===== src/rtl/inst_loader.sv =====
// Framed byte-stream loader: parses sync/count/little-endian words and writes them
// into instruction memory, holding the core in reset until the whole program is in.
module inst_loader #(
  parameter int unsigned PC_SIZE       = 10,
  parameter int unsigned INST_MEM_SIZE = 1024,
  parameter logic [7:0]  SYNC_BYTE     = 8'hA5
) (
  input  logic               clock,
  input  logic               reset,
  input  logic               rx_valid,
  input  logic [7:0]         rx_byte,
  output logic               rx_ready,
  output logic [31:0]        instruction_in,
  output logic [PC_SIZE-1:0] PC_write,
  output logic               reset_IF_memory,
  output logic               core_reset,
  output logic               busy,
  output logic               done,
  output logic               error
);

  typedef enum logic [2:0] {
    IDLE,
    CNT_LO,
    CNT_HI,
    BYTE,
    WRITE,
    DONE,
    ERROR
  } state_t;

  localparam logic [15:0] MAX_WORDS = 16'(INST_MEM_SIZE / 4);

  state_t      state, state_next;
  logic [7:0]  count_lo;
  logic [15:0] remaining;
  logic [1:0]  byte_idx;
  logic        xfer;
  logic [15:0] count_full;
  logic        count_bad;

  // rx_ready depends only on state, so the handshake is derived directly from it
  assign xfer       = rx_valid && (state != WRITE);
  assign count_full = {rx_byte, count_lo};
  assign count_bad  = (count_full == 16'd0) || (count_full > MAX_WORDS);

  always_ff @(posedge clock) begin
    if (reset) state <= IDLE;
    else       state <= state_next;
  end

  always_comb begin
    state_next      = state;
    rx_ready        = 1'b1;
    reset_IF_memory = 1'b0;
    core_reset      = 1'b1;
    busy            = 1'b0;
    done            = 1'b0;
    error           = 1'b0;
    case (state)
      IDLE: begin
        if (xfer && rx_byte == SYNC_BYTE) state_next = CNT_LO;
      end
      CNT_LO: begin
        busy = 1'b1;
        if (xfer) state_next = CNT_HI;
      end
      CNT_HI: begin
        busy = 1'b1;
        if (xfer) state_next = count_bad ? ERROR : BYTE;
      end
      BYTE: begin
        busy = 1'b1;
        if (xfer && byte_idx == 2'd3) state_next = WRITE;
      end
      WRITE: begin
        busy            = 1'b1;
        rx_ready        = 1'b0;
        reset_IF_memory = 1'b1;
        state_next      = (remaining == 16'd1) ? DONE : BYTE;
      end
      DONE: begin
        done       = 1'b1;
        core_reset = 1'b0;
        if (xfer && rx_byte == SYNC_BYTE) state_next = CNT_LO;
      end
      ERROR: begin
        error = 1'b1;
        if (xfer && rx_byte == SYNC_BYTE) state_next = CNT_LO;
      end
      default: state_next = IDLE;
    endcase
  end

  always_ff @(posedge clock) begin
    if (reset) begin
      count_lo       <= '0;
      remaining      <= '0;
      byte_idx       <= '0;
      instruction_in <= '0;
      PC_write       <= '0;
    end else begin
      case (state)
        CNT_LO: if (xfer) count_lo <= rx_byte;
        CNT_HI: begin
          if (xfer && !count_bad) begin
            remaining <= count_full;
            byte_idx  <= '0;
            PC_write  <= '0;
          end
        end
        BYTE: begin
          if (xfer) begin
            instruction_in[{byte_idx, 3'b000} +: 8] <= rx_byte;
            byte_idx <= byte_idx + 2'd1;
          end
        end
        WRITE: begin
          remaining <= remaining - 16'd1;
          // hold the address on the final word so it never points past the program
          if (remaining != 16'd1) PC_write <= PC_write + PC_SIZE'(4);
        end
        default: ;
      endcase
    end
  end

endmodule


===== config.mk =====
export PLATFORM = sky130hd
export DESIGN_NAME = inst_loader
export DESIGN_NICKNAME = d
export VERILOG_FILES = /design/src/rtl/inst_loader.sv
export SDC_FILE = /design/constraint.sdc
export NUM_CORES = 1
export LEC_CHECK = 0
export CAP_MARGIN = 10
export CORE_AREA = 2 2 73 89
export CTS_CLUSTER_DIAMETER = 50
export DETAILED_ROUTE_END_ITERATION = 12
export DIE_AREA = 0 0 75 91
export PLACE_DENSITY = 0.84
export RECOVER_POWER = 50
export SKIP_CTS_REPAIR_TIMING = 1
export SLEW_MARGIN = 20
export SYNTH_ARGS = -nofsm -noshare
export SYNTH_HDL_FRONTEND = slang
export SYNTH_SLANG_ARGS = --single-unit

===== constraint.sdc =====
create_clock -name clock -period 4.7 [get_ports clock]
set_input_delay 0.94 -clock clock [delete_from_list [all_inputs] [get_ports clock]]
set_output_delay 0.94 -clock clock [all_outputs]
set_load 0.1 [all_outputs]

==> impl_results.rst <==
.. list-table::
   :header-rows: 1

   * - Metric
     - Value
   * - PwrDens
     - 383 nW/um2
   * - Number of core rows
     - 31
   * - Average wire per cell in the routed design
     - between 15 and 20 um
   * - Synth cell types
     - a little over 50
   * - Total overflow reported by the global router
     - 0
   * - Via total after detailed routing
     - 3206
   * - Post-layout net count
     - ~480
   * - Largest buffer count on any clock path
     - 2
   * - Standard cell core area
     - 5930 um2
   * - Achievable clock frequency
     - roughly 0.27 GHz
   * - Mapped Area
     - about 3300 um2
   * - Net Sw Power
     - around 460 uW
   * - Largest cells by area after synthesis
     - sky130_fd_sc_hd__dfxtp_1 (41%), sky130_fd_sc_hd__a21oi_1 (7.7%), sky130_fd_sc_hd__nand2_1 (6.5%), sky130_fd_sc_hd__nand3_1 (6.5%), sky130_fd_sc_hd__mux2i_1 (3.3%)
   * - Effective utilization at floorplan
     - between 50 and 60%
   * - RSZ-0062 raised after global routing
     - false
   * - Setup slack of the worst register-to-register path
     - between 1.5 and 2 ns
   * - Sequential standard cell area
     - roughly 1400 um2
   * - Total area of multi-input combinational cells
     - around 1800 um2
   * - List of most frequent post-synthesis cells
     - sky130_fd_sc_hd__dfxtp_1 (69), sky130_fd_sc_hd__nand2_1 (58), sky130_fd_sc_hd__a21oi_1 (51)
   * - Post-route setup TNS
     - 0 ns
   * - Power consumption
     - ~1600 uW
   * - Aggregate routed wire length
     - between 8000 and 9000 um
   * - Critical path class
     - reg -> out
   * - Antenna Violating Nets Remaining
     - 0
   * - DRC errors left
     - 0
   * - Kind of capture point of the worst setup path
     - primary output
   * - Weighted congestion at the end of routability-driven global placement
     - a little under 0.9
   * - Worst clock skew
     - ~0.006 ns
   * - Pin count of the biggest net entering global routing
     - 42
   * - Maximum vdd ir drop
     - around 0.21 mV
   * - Clock period minus worst slack
     - ~3.7 ns
   * - Fillers
     - around 500
   * - Max-cap violation count
     - 0
   * - Class of the tightest hold or removal check
     - reg -> reg
   * - Sequential cell fraction of total power
     - 40.8%
   * - Launch instance of the worst min-delay path
     - instruction_in[1]
   * - Clock edge transition at the registers on the reported setup and hold paths
     - ~0.07 ns
   * - Number of top-level pins
     - 59
   * - Status
     - finished, final reports clean
   * - Cell taking the most area after synthesis
     - sky130_fd_sc_hd__dfxtp_1
   * - DR vias/cell
     - 5.87
   * - Slew at the pin closest to its max-slew limit
     - roughly 1.4 ns
   * - Diodes inserted
     - 0
   * - Starting DRC count in detailed routing
     - 194
   * - Clock network fraction of design power
     - 39.9%
   * - Antenna violations before repair
     - 0
   * - Number of hold violations in the final report
     - 0
   * - Die Ht
     - ~91 um
   * - Half-perimeter wire length after placement
     - between 5000 and 6000 um
   * - Internal
     - 1120 uW
   * - Final setup violating endpoints
     - 0
   * - Worst-path fanout max
     - 28
   * - Startpoint of the most critical setup path
     - state[2]
   * - First-pass DRT Iterations
     - 5
   * - Synthesized flop and latch total
     - roughly 70
   * - Net switching fraction of the power
     - between 20 and 30%
   * - Total die area
     - ~7000 um2
   * - Die X-Extent
     - 75 um
   * - Top-area cell type share of the netlist area
     - roughly two fifths
   * - Number of clock buffers inserted by TritonCTS
     - 9
   * - Yosys warning total
     - 0
   * - Clock insertion delay at the later pin of the skew report
     - roughly 0.35 ns
   * - Combinational cell fraction of total power
     - between 10% and 20%
   * - Critical path launch point type
     - flip-flop
   * - H-tree depth reported by CTS
     - 3
   * - First-pass GRT wire length
     - about 14000 um
   * - Number of clock sinks
     - 69
   * - Relative slew margins
     - under 10%
   * - TritonCTS clock tree
     - yes
   * - Vias in the first global route
     - about 3000
   * - GRT Total Usage
     - around 26%
   * - Area added between synthesis and finish
     - 23.9%
   * - Period Utilization, post-route
     - ~78%
   * - Layout cell share with drive strength beyond 1
     - under 10%
   * - Crit path required time
     - roughly 3.8 ns
   * - Dominant register cell in the synthesized netlist
     - sky130_fd_sc_hd__dfxtp_1
   * - Fraction of the yosys area taken by sequential cells
     - 41.4%
   * - IO buf count
     - 56
   * - Worst reg2reg startpoint
     - state[0]
   * - Count of flip-flops with a built-in enable after synthesis
     - 0
   * - Leakage power of the design
     - between 0.001 and 0.0015 uW
   * - Synthesized area per cell
     - about 8.0 um2
   * - Final slew viol count
     - 0
   * - Leading cell type by number of instances after synthesis
     - sky130_fd_sc_hd__dfxtp_1
   * - Share of flip-flops with an asynchronous set or reset after synthesis
     - 0%
   * - CP Data Arrival Time
     - 2.74 ns
   * - Cell at the root of the clock tree
     - sky130_fd_sc_hd__clkbuf_8
   * - Post-synthesis instance total
     - 419
[per-stage QoR]
step / worst slack, ns / area (um2) / hold WS, ns / utilization, % / cells
after detailed placement: 0.969 / 3880 / 0.446 / 65.4 / 531
after floorplan: 1.33 / 3340 / 0.446 / - / 420
after global placement: 1.03 / 3880 / 0.440 / 65.4 / 531
after global routing: 0.890 / 4130 / 0.477 / 69.6 / 546
final: 1.02 / 4130 / 0.453 / 69.6 / 546
after CTS: 1.00 / 4140 / 0.457 / 69.8 / 546
[metal layers]
metal  global-route usage, %  wire length, um  up-vias
met3                    6.66              525       17
met1                    28.3             3250     1504
met4                    9.97              215        0
li1                        -                -     1571
met2                    45.2             4460      114
met5                       0                0        -
[cells by family (layout without fill, tap and decap cells)]
kind of cell | count (synthesis) | count (layout) | synth area share (%)
simple gates | 199 | 199 | 30.6
compound gates | 87 | 87 | 15.2
flops | 69 | 69 | 41.4
buf+inv | 38 | 82 | 4.80
mux | 11 | 11 | 3.30
fa+ha+maj | 8 | 8 | 3.00
xor+xnor | 6 | 6 | 1.58
other cells | 1 | 2 | 0.112
[worst max-delay path, stage by stage, from the launching register on]
cell and delay, ns:
sky130_fd_sc_hd__dfxtp_1 0.57, sky130_fd_sc_hd__or3b_2 0.75, sky130_fd_sc_hd__clkdlybuf4s50_1 1.06
[layout by cell type, fill, tap and decap left out, types with 2 or more instances in the layout]
cell	Yosys	routed
sky130_fd_sc_hd__nand2b_1	8	8
sky130_fd_sc_hd__a211oi_1	2	2
sky130_fd_sc_hd__a21o_1	2	2
sky130_fd_sc_hd__a31oi_1	9	9
sky130_fd_sc_hd__nor4_1	9	10
sky130_fd_sc_hd__a311oi_1	3	3
sky130_fd_sc_hd__nand3_1	43	43
sky130_fd_sc_hd__conb_1	1	2
sky130_fd_sc_hd__xnor2_1	2	2
sky130_fd_sc_hd__nor2b_1	3	3
sky130_fd_sc_hd__and2_0	0	4
sky130_fd_sc_hd__nor3_1	11	12
sky130_fd_sc_hd__or3_1	7	7
sky130_fd_sc_hd__xor2_1	4	4
sky130_fd_sc_hd__clkbuf_8	0	9
sky130_fd_sc_hd__nand4_1	2	2
sky130_fd_sc_hd__bufinv_16	0	4
sky130_fd_sc_hd__or4_1	7	7
sky130_fd_sc_hd__nor3b_1	3	3
sky130_fd_sc_hd__o21ai_0	10	10
sky130_fd_sc_hd__ha_1	8	8
sky130_fd_sc_hd__mux2i_1	11	11
sky130_fd_sc_hd__dfxtp_1	69	69
sky130_fd_sc_hd__nand2_1	58	58
sky130_fd_sc_hd__and3_1	4	4
sky130_fd_sc_hd__dlygate4sd3_1	0	17
sky130_fd_sc_hd__inv_1	9	9
sky130_fd_sc_hd__buf_4	2	3
sky130_fd_sc_hd__clkdlybuf4s50_1	0	37
sky130_fd_sc_hd__or3b_2	2	2
sky130_fd_sc_hd__a41oi_1	2	2
sky130_fd_sc_hd__nor2_1	24	24
sky130_fd_sc_hd__nand3b_1	2	2
sky130_fd_sc_hd__or2_2	3	3
sky130_fd_sc_hd__a21oi_1	51	51
[registers in the layout, summed over array words and instances (netlist names)]
signal,count
count_lo,8
remaining,16
PC_write,8
instruction_in,32
byte_idx,2
state,3
[worst paths after layout]
path                                     endpoint  cells past startpoint
worst max-delay path                     rx_ready                      2
worst min-delay path            instruction_in[1]                      2
worst max register to register       remaining[3]                      5
worst min register to register  instruction_in[1]                      2
[power by group through the flow]
stage               clock [uW]  sequential, uW  combinational [uW]
finish                     631             647                 306
detailed placement           0             659                 305
global route               670             652                 330
global placement             0             659                 297
CTS                        636             647                 307
floorplan                    0             651                 245
[layout make-up]
class,instances,share of cell area (%)
multi-input combinational,313,43.2
sequential,69,33.4
timing repair buffer,58,13.7
clock inverter,6,3.30
clock buffer,9,3.00
tap,82,2.48
inverter,9,0.817
No activity file was read; power rests on OpenSTA's default activity.
